`src/rtl/imem_port_arbiter.sv`:
```
// Round-robin arbiter sharing a single-port instruction memory between fetch and loader.
// Optional loader lock (exclusive burst ownership) is built with `define IMEM_ARB_LOCK_EN.
module imem_port_arbiter #(
  parameter int          DEPTH    = 128,
  parameter int          IDX_W    = 7,
  parameter logic [31:0] NOP_WORD = 32'h0000000D
) (
  input  logic             clk,
  input  logic             rst_n,
  input  logic             f_req,
  input  logic [31:0]      f_addr,
  output logic             f_gnt,
  output logic             f_rvalid,
  output logic [31:0]      f_rdata,
  output logic             f_err,
  input  logic             l_req,
  input  logic             l_we,
  input  logic [31:0]      l_addr,
  input  logic [31:0]      l_wdata,
  input  logic             l_lock,
  output logic             l_gnt,
  output logic             l_rvalid,
  output logic [31:0]      l_rdata,
  output logic             l_err,
  output logic             m_en,
  output logic             m_we,
  output logic [IDX_W-1:0] m_idx,
  output logic [31:0]      m_wdata,
  input  logic [31:0]      m_rdata,
  output logic [15:0]      stall_cnt
);

  // Handshake: a requester holds req; every cycle with req=1 and gnt=1 is one accepted
  // access, and its response (rvalid, plus err/rdata) appears exactly one cycle later.

  function automatic logic is_legal(input logic [31:0] a);
    return (a[1:0] == 2'b00) && (a[31:IDX_W+2] == '0);
  endfunction

  logic f_legal, l_legal;
  logic last;
  logic resp_valid, resp_owner, resp_err, resp_we;
  logic [31:0] resp_data;

  assign f_legal = is_legal(f_addr);
  assign l_legal = is_legal(l_addr);

`ifdef IMEM_ARB_LOCK_EN
  typedef enum logic {ARB, LOCKED} state_t;
  state_t state, state_next;

  always_ff @(posedge clk or negedge rst_n) begin
    if (!rst_n) state <= ARB;
    else        state <= state_next;
  end
`endif

  // Grants are gated by rst_n so every output reads 0 while reset is held.
  always_comb begin
    f_gnt = 1'b0;
    l_gnt = 1'b0;
`ifdef IMEM_ARB_LOCK_EN
    state_next = state;
`endif
    if (rst_n) begin
`ifdef IMEM_ARB_LOCK_EN
      if (state == LOCKED) begin
        l_gnt      = l_req;
        state_next = (l_req && l_lock) ? LOCKED : ARB;
      end else begin
        if (f_req && l_req) begin
          f_gnt = last;
          l_gnt = !last;
        end else begin
          f_gnt = f_req;
          l_gnt = l_req;
        end
        if (l_gnt && l_lock) state_next = LOCKED;
      end
`else
      if (f_req && l_req) begin
        f_gnt = last;
        l_gnt = !last;
      end else begin
        f_gnt = f_req;
        l_gnt = l_req;
      end
`endif
    end
  end

  always_comb begin
    m_en    = (f_gnt && f_legal) || (l_gnt && l_legal);
    m_we    = l_gnt && l_legal && l_we;
    m_idx   = '0;
    m_wdata = m_we ? l_wdata : 32'h0;
    if (m_en) m_idx = l_gnt ? l_addr[IDX_W+1:2] : f_addr[IDX_W+1:2];
  end

  always_ff @(posedge clk or negedge rst_n) begin
    if (!rst_n) begin
      last       <= 1'b1;
      resp_valid <= 1'b0;
      resp_owner <= 1'b0;
      resp_err   <= 1'b0;
      resp_we    <= 1'b0;
      stall_cnt  <= 16'h0;
    end else begin
      if (f_gnt || l_gnt) last <= l_gnt;
      resp_valid <= f_gnt || l_gnt;
      resp_owner <= l_gnt;
      resp_err   <= l_gnt ? !l_legal : !f_legal;
      resp_we    <= l_gnt && l_we;
      if (f_req && !f_gnt && stall_cnt != 16'hFFFF) stall_cnt <= stall_cnt + 16'd1;
    end
  end

  // A write acknowledge carries no data, even when the write was trapped.
  always_comb begin
    resp_data = m_rdata;
    if (resp_we)       resp_data = 32'h0;
    else if (resp_err) resp_data = NOP_WORD;
  end

  assign f_rvalid = resp_valid && !resp_owner;
  assign l_rvalid = resp_valid && resp_owner;
  assign f_err    = f_rvalid && resp_err;
  assign l_err    = l_rvalid && resp_err;
  assign f_rdata  = f_rvalid ? resp_data : 32'h0;
  assign l_rdata  = l_rvalid ? resp_data : 32'h0;

endmodule
```
`config.mk`:
```
export PLATFORM = sky130hd
export DESIGN_NAME = imem_port_arbiter
export DESIGN_NICKNAME = d
export VERILOG_FILES = /design/src/rtl/imem_port_arbiter.sv
export SDC_FILE = /design/constraint.sdc
export NUM_CORES = 1
export LEC_CHECK = 0
export ABC_AREA = 1
export CAP_MARGIN = 20
export CORE_MARGIN = 8
export CORE_UTILIZATION = 25
export DETAILED_ROUTE_END_ITERATION = 7
export GPL_TIMING_DRIVEN = 0
export PLACE_DENSITY = 0.77
export SETUP_SLACK_MARGIN = 0.02
export SYNTH_ARGS = -nofsm -noshare
export SYNTH_HDL_FRONTEND = slang
export SYNTH_SLANG_ARGS = --single-unit
```
`constraint.sdc`:
```
create_clock -name clk -period 1.5 [get_ports clk]
set_input_delay 0.375 -clock clk [delete_from_list [all_inputs] [get_ports clk]]
set_output_delay 0.375 -clock clk [all_outputs]
set_load 0.05 [all_outputs]
```
==> metrics.yaml <==
fillCellCount: 489
ys_warn_count: 0
core_sq_um: 9109
combPwrFrac: 0.589
port_buffers: 259
synthDistinctLibCells: 28
synth-adder-area-share: 0.005420
cpPeakStageDelay_ns: 0.23
avgSynthCellArea_sq_um: 5.406
antenna_found_initial: 0
p_per_area_nw_per_um2: 358.4
grt_pass1_vias: 4345
rsz0062_at_grt: "true"
final_antenna_net_count: 0
switching_share: 0.4402
synth_area_sq_um: 2308
outcome: "complete, but fails checks"
synth_xor_xnor_area_share: 0.04173
final-instance-count-excl-fill: 875
synth_top_family_by_area: "simple AND/OR/NAND/NOR gates"
rrSetupSlack_ns: -0.17
drt_iter0_drc: 235
start_util: 0.2534
syn_nets: 562
yosysSeqAreaShare: 0.2282
violations: "negative setup slack"
final_cell_mix: "111 x buf_6, 82 x inv_1, 79 x nand2_1, 79 x clkdlybuf4s50_1, 60 x nor3_4"
hold_viol: 0
viasPerCell: 4.862
fmax_mhz: 465.9
clk_pin_slew_ns: 0.08
rr_startpoint: "last"
cts_root_buf: "clkbuf_8"
die_h_um: 112.1
crit_buf_inv: 4
drive_gt1_frac: 0.5327
synthMuxAreaShare: 0
ys_ff_latch: 21
setup_tns_ns: -57.29
post-route-min-period_ns: 2.146
fin_skew_ns: 0.005224
synthSimpleGateAreaFrac: 0.4894
grt_start_max_net_pins: 21
final_util: 0.8544
reg2reg_to: "stall_cnt[6]"
slew_violations: 0
hold-worst-slack_ns: 0.02919
p_switching_w: 0.001228
setup_ws_ns: -0.6463
critPathKind: "in2out"
p_clk_frac: 0.141
cp-start-kind: "primary input"
critPathSlowestCell: "nor3_4"
dr.pass1.iters: 5
power.internal_w: 0.001561
worstHoldPathType: "in2async"
ir_worst_vdd_uv: 731.1
setup_viol: 125
worstMarginPinSlew_ns: 0.9463
num_antenna_cells: 0
finalCritPeriodShare: 1.431
finalPower_w: 0.002789
arrival_ns: 1.77
worst_setup_path_end_kind: "output pin"
syn2layout_area_growth_pct: 237.1
cts_num_sinks: 21
gp_congestion: 0.8621
dieArea_sq_um: 12560
post-route-drc-count: 0
synth_compound_area_frac: 0.04715
die_w_um: 112.1
nets: 900
hpwl_um: 12160
crit_family: "simple AND/OR/NAND/NOR gates"
reg2regPathDepth: 10
cts-buffers-inserted: 3
netlist_instances: 427
grt_first_pass_wirelength_um: 25720
clock_latency_ns: 0.27
grt-ovfl-total: 0
maxCapViolCount: 0
max-clock-path-buffers: 2
grt_use_total: 0.2578
cp.required_ns: 1.12
layout_commonest_cell: "buf_6"
p_leak_nw: 3.793
cts_max_level: 1
maxSlewHeadroom: 0.3691
io_pins: 261
cts_tree: "done"
wl_um: 18230
rows: 35
pwr-share-seq: 0.270
avgRoutedWirePerCell_um: 20.83
path_cells: "clkdlybuf4s15_1 > nor3_4 > nand2_2 > nor2_4 > nand3_4 > buf_12 > buf_12 > nor2_4 > buf_8"
vias: 4254
dp.cells: 797
critPathMaxFanout: 5
[power by group through the flow]
stage / Combinational [W] / Sequential (W) / Clock, W
after floorplan: 0.000579 / 0.000936 / 0
after global placement: 0.00135 / 0.000755 / 0
after detailed placement: 0.00138 / 0.000761 / 0
after CTS: 0.00147 / 0.000743 / 0.000388
after global routing: 0.00173 / 0.000762 / 0.000432
final: 0.00164 / 0.000753 / 0.000395
[cells by family (layout without fill, tap and decap cells)]
family / count (synthesis) / in the layout
simple gates: 267 / 267
buf+inv: 110 / 447
flops: 21 / 21
compound gates: 17 / 17
xor+xnor: 11 / 11
fa+ha+maj: 1 / 1
[per-stage QoR]
stage                     worst slack (ns)  area, sq um
after floorplan                     -1.086         3613
after global placement              -2.819         6345
after detailed placement            -2.910         6345
after CTS                          -0.6025         7407
after global routing               -0.6955         7782
final                              -0.6463         7782
[worst max path at each step]
| stage | startpoint | endpoint | cells after the start |
|---|---|---|---|
| 3_5_place_dp | rst_n | m_idx[0] | 6 |
| 5_1_grt | last | m_wdata[11] | 8 |
| 2_1_floorplan | last | m_idx[0] | 4 |
| 3_3_place_gp | rst_n | m_idx[0] | 6 |
| 4_1_cts | last | m_wdata[25] | 8 |
| 6_report | l_addr[29] | m_wdata[11] | 9 |
[metal layers]
metal	share of wire	GRT usage	vias to the layer above	wire length [um]
met5	0	0	-	0
met4	0.031	0.04586	0	556
met3	0.064	0.05636	39	1170
met2	0.55	0.5134	240	10020
met1	0.36	0.2695	2004	6476
li1	-	-	1971	-
[Yosys cell counts]
| cell | count | area share |
|---|---|---|
| nand2_1 | 101 | 0.16 |
| inv_1 | 90 | 0.15 |
| nor2_1 | 85 | 0.14 |
| nor3_1 | 59 | 0.13 |
| dfrtp_1 | 20 | 0.22 |
| nand3_1 | 12 | 0.026 |
| a21oi_1 | 8 | 0.017 |
| clkbuf_1 | 7 | 0.011 |
| xnor2_1 | 7 | 0.027 |
| buf_2 | 5 | 0.011 |
| o21ai_0 | 5 | 0.011 |
| buf_1 | 4 | 0.0065 |
| nand4_1 | 4 | 0.011 |
| xor2_1 | 4 | 0.015 |
| buf_6 | 2 | 0.0098 |
| nor2_2 | 2 | 0.0054 |
| a21boi_2 | 1 | 0.0049 |
| a21oi_2 | 1 | 0.0038 |
| and2_1 | 1 | 0.0027 |
| clkinv_1 | 1 | 0.0016 |
| dfstp_2 | 1 | 0.011 |
| ha_1 | 1 | 0.0054 |
| inv_2 | 1 | 0.0016 |
| nand2_2 | 1 | 0.0027 |
| nand3_2 | 1 | 0.0043 |
| nor3_4 | 1 | 0.0070 |
| o21a_1 | 1 | 0.0033 |
| o21ai_4 | 1 | 0.0070 |
[repair_timing]
item                                    CTS  global route
gates resized for setup                 924           178
pin swaps                                74            65
buffers inserted                         44            37
cloned                                   11             4
hold endpoints to repair                 20             0
endpoints found under the setup margin  148           163
hold buffers                              1             0
[layout make-up]
cell class,count,area [sq um],share of cell area
Buffer,14,302.8,0.03891
Clock buffer,3,41.29,0.005305
Clock inverter,1,5.005,0.0006431
Inverter,92,364.1,0.04678
Multi-Input combinational cell,296,2630,0.3379
Sequential cell,21,546.8,0.07026
Tap cell,111,138.9,0.01785
Timing Repair Buffer,336,3745,0.4812
Timing Repair inverter,1,8.758,0.001125
[state kept, by name (all words and copies together), names as in the netlist]
| signal | cells |
|---|---|
| stall_cnt | 16 |
| last | 1 |
| resp_err | 1 |
| resp_owner | 1 |
| resp_valid | 1 |
| resp_we | 1 |
Power figures use the tool's default switching activity.
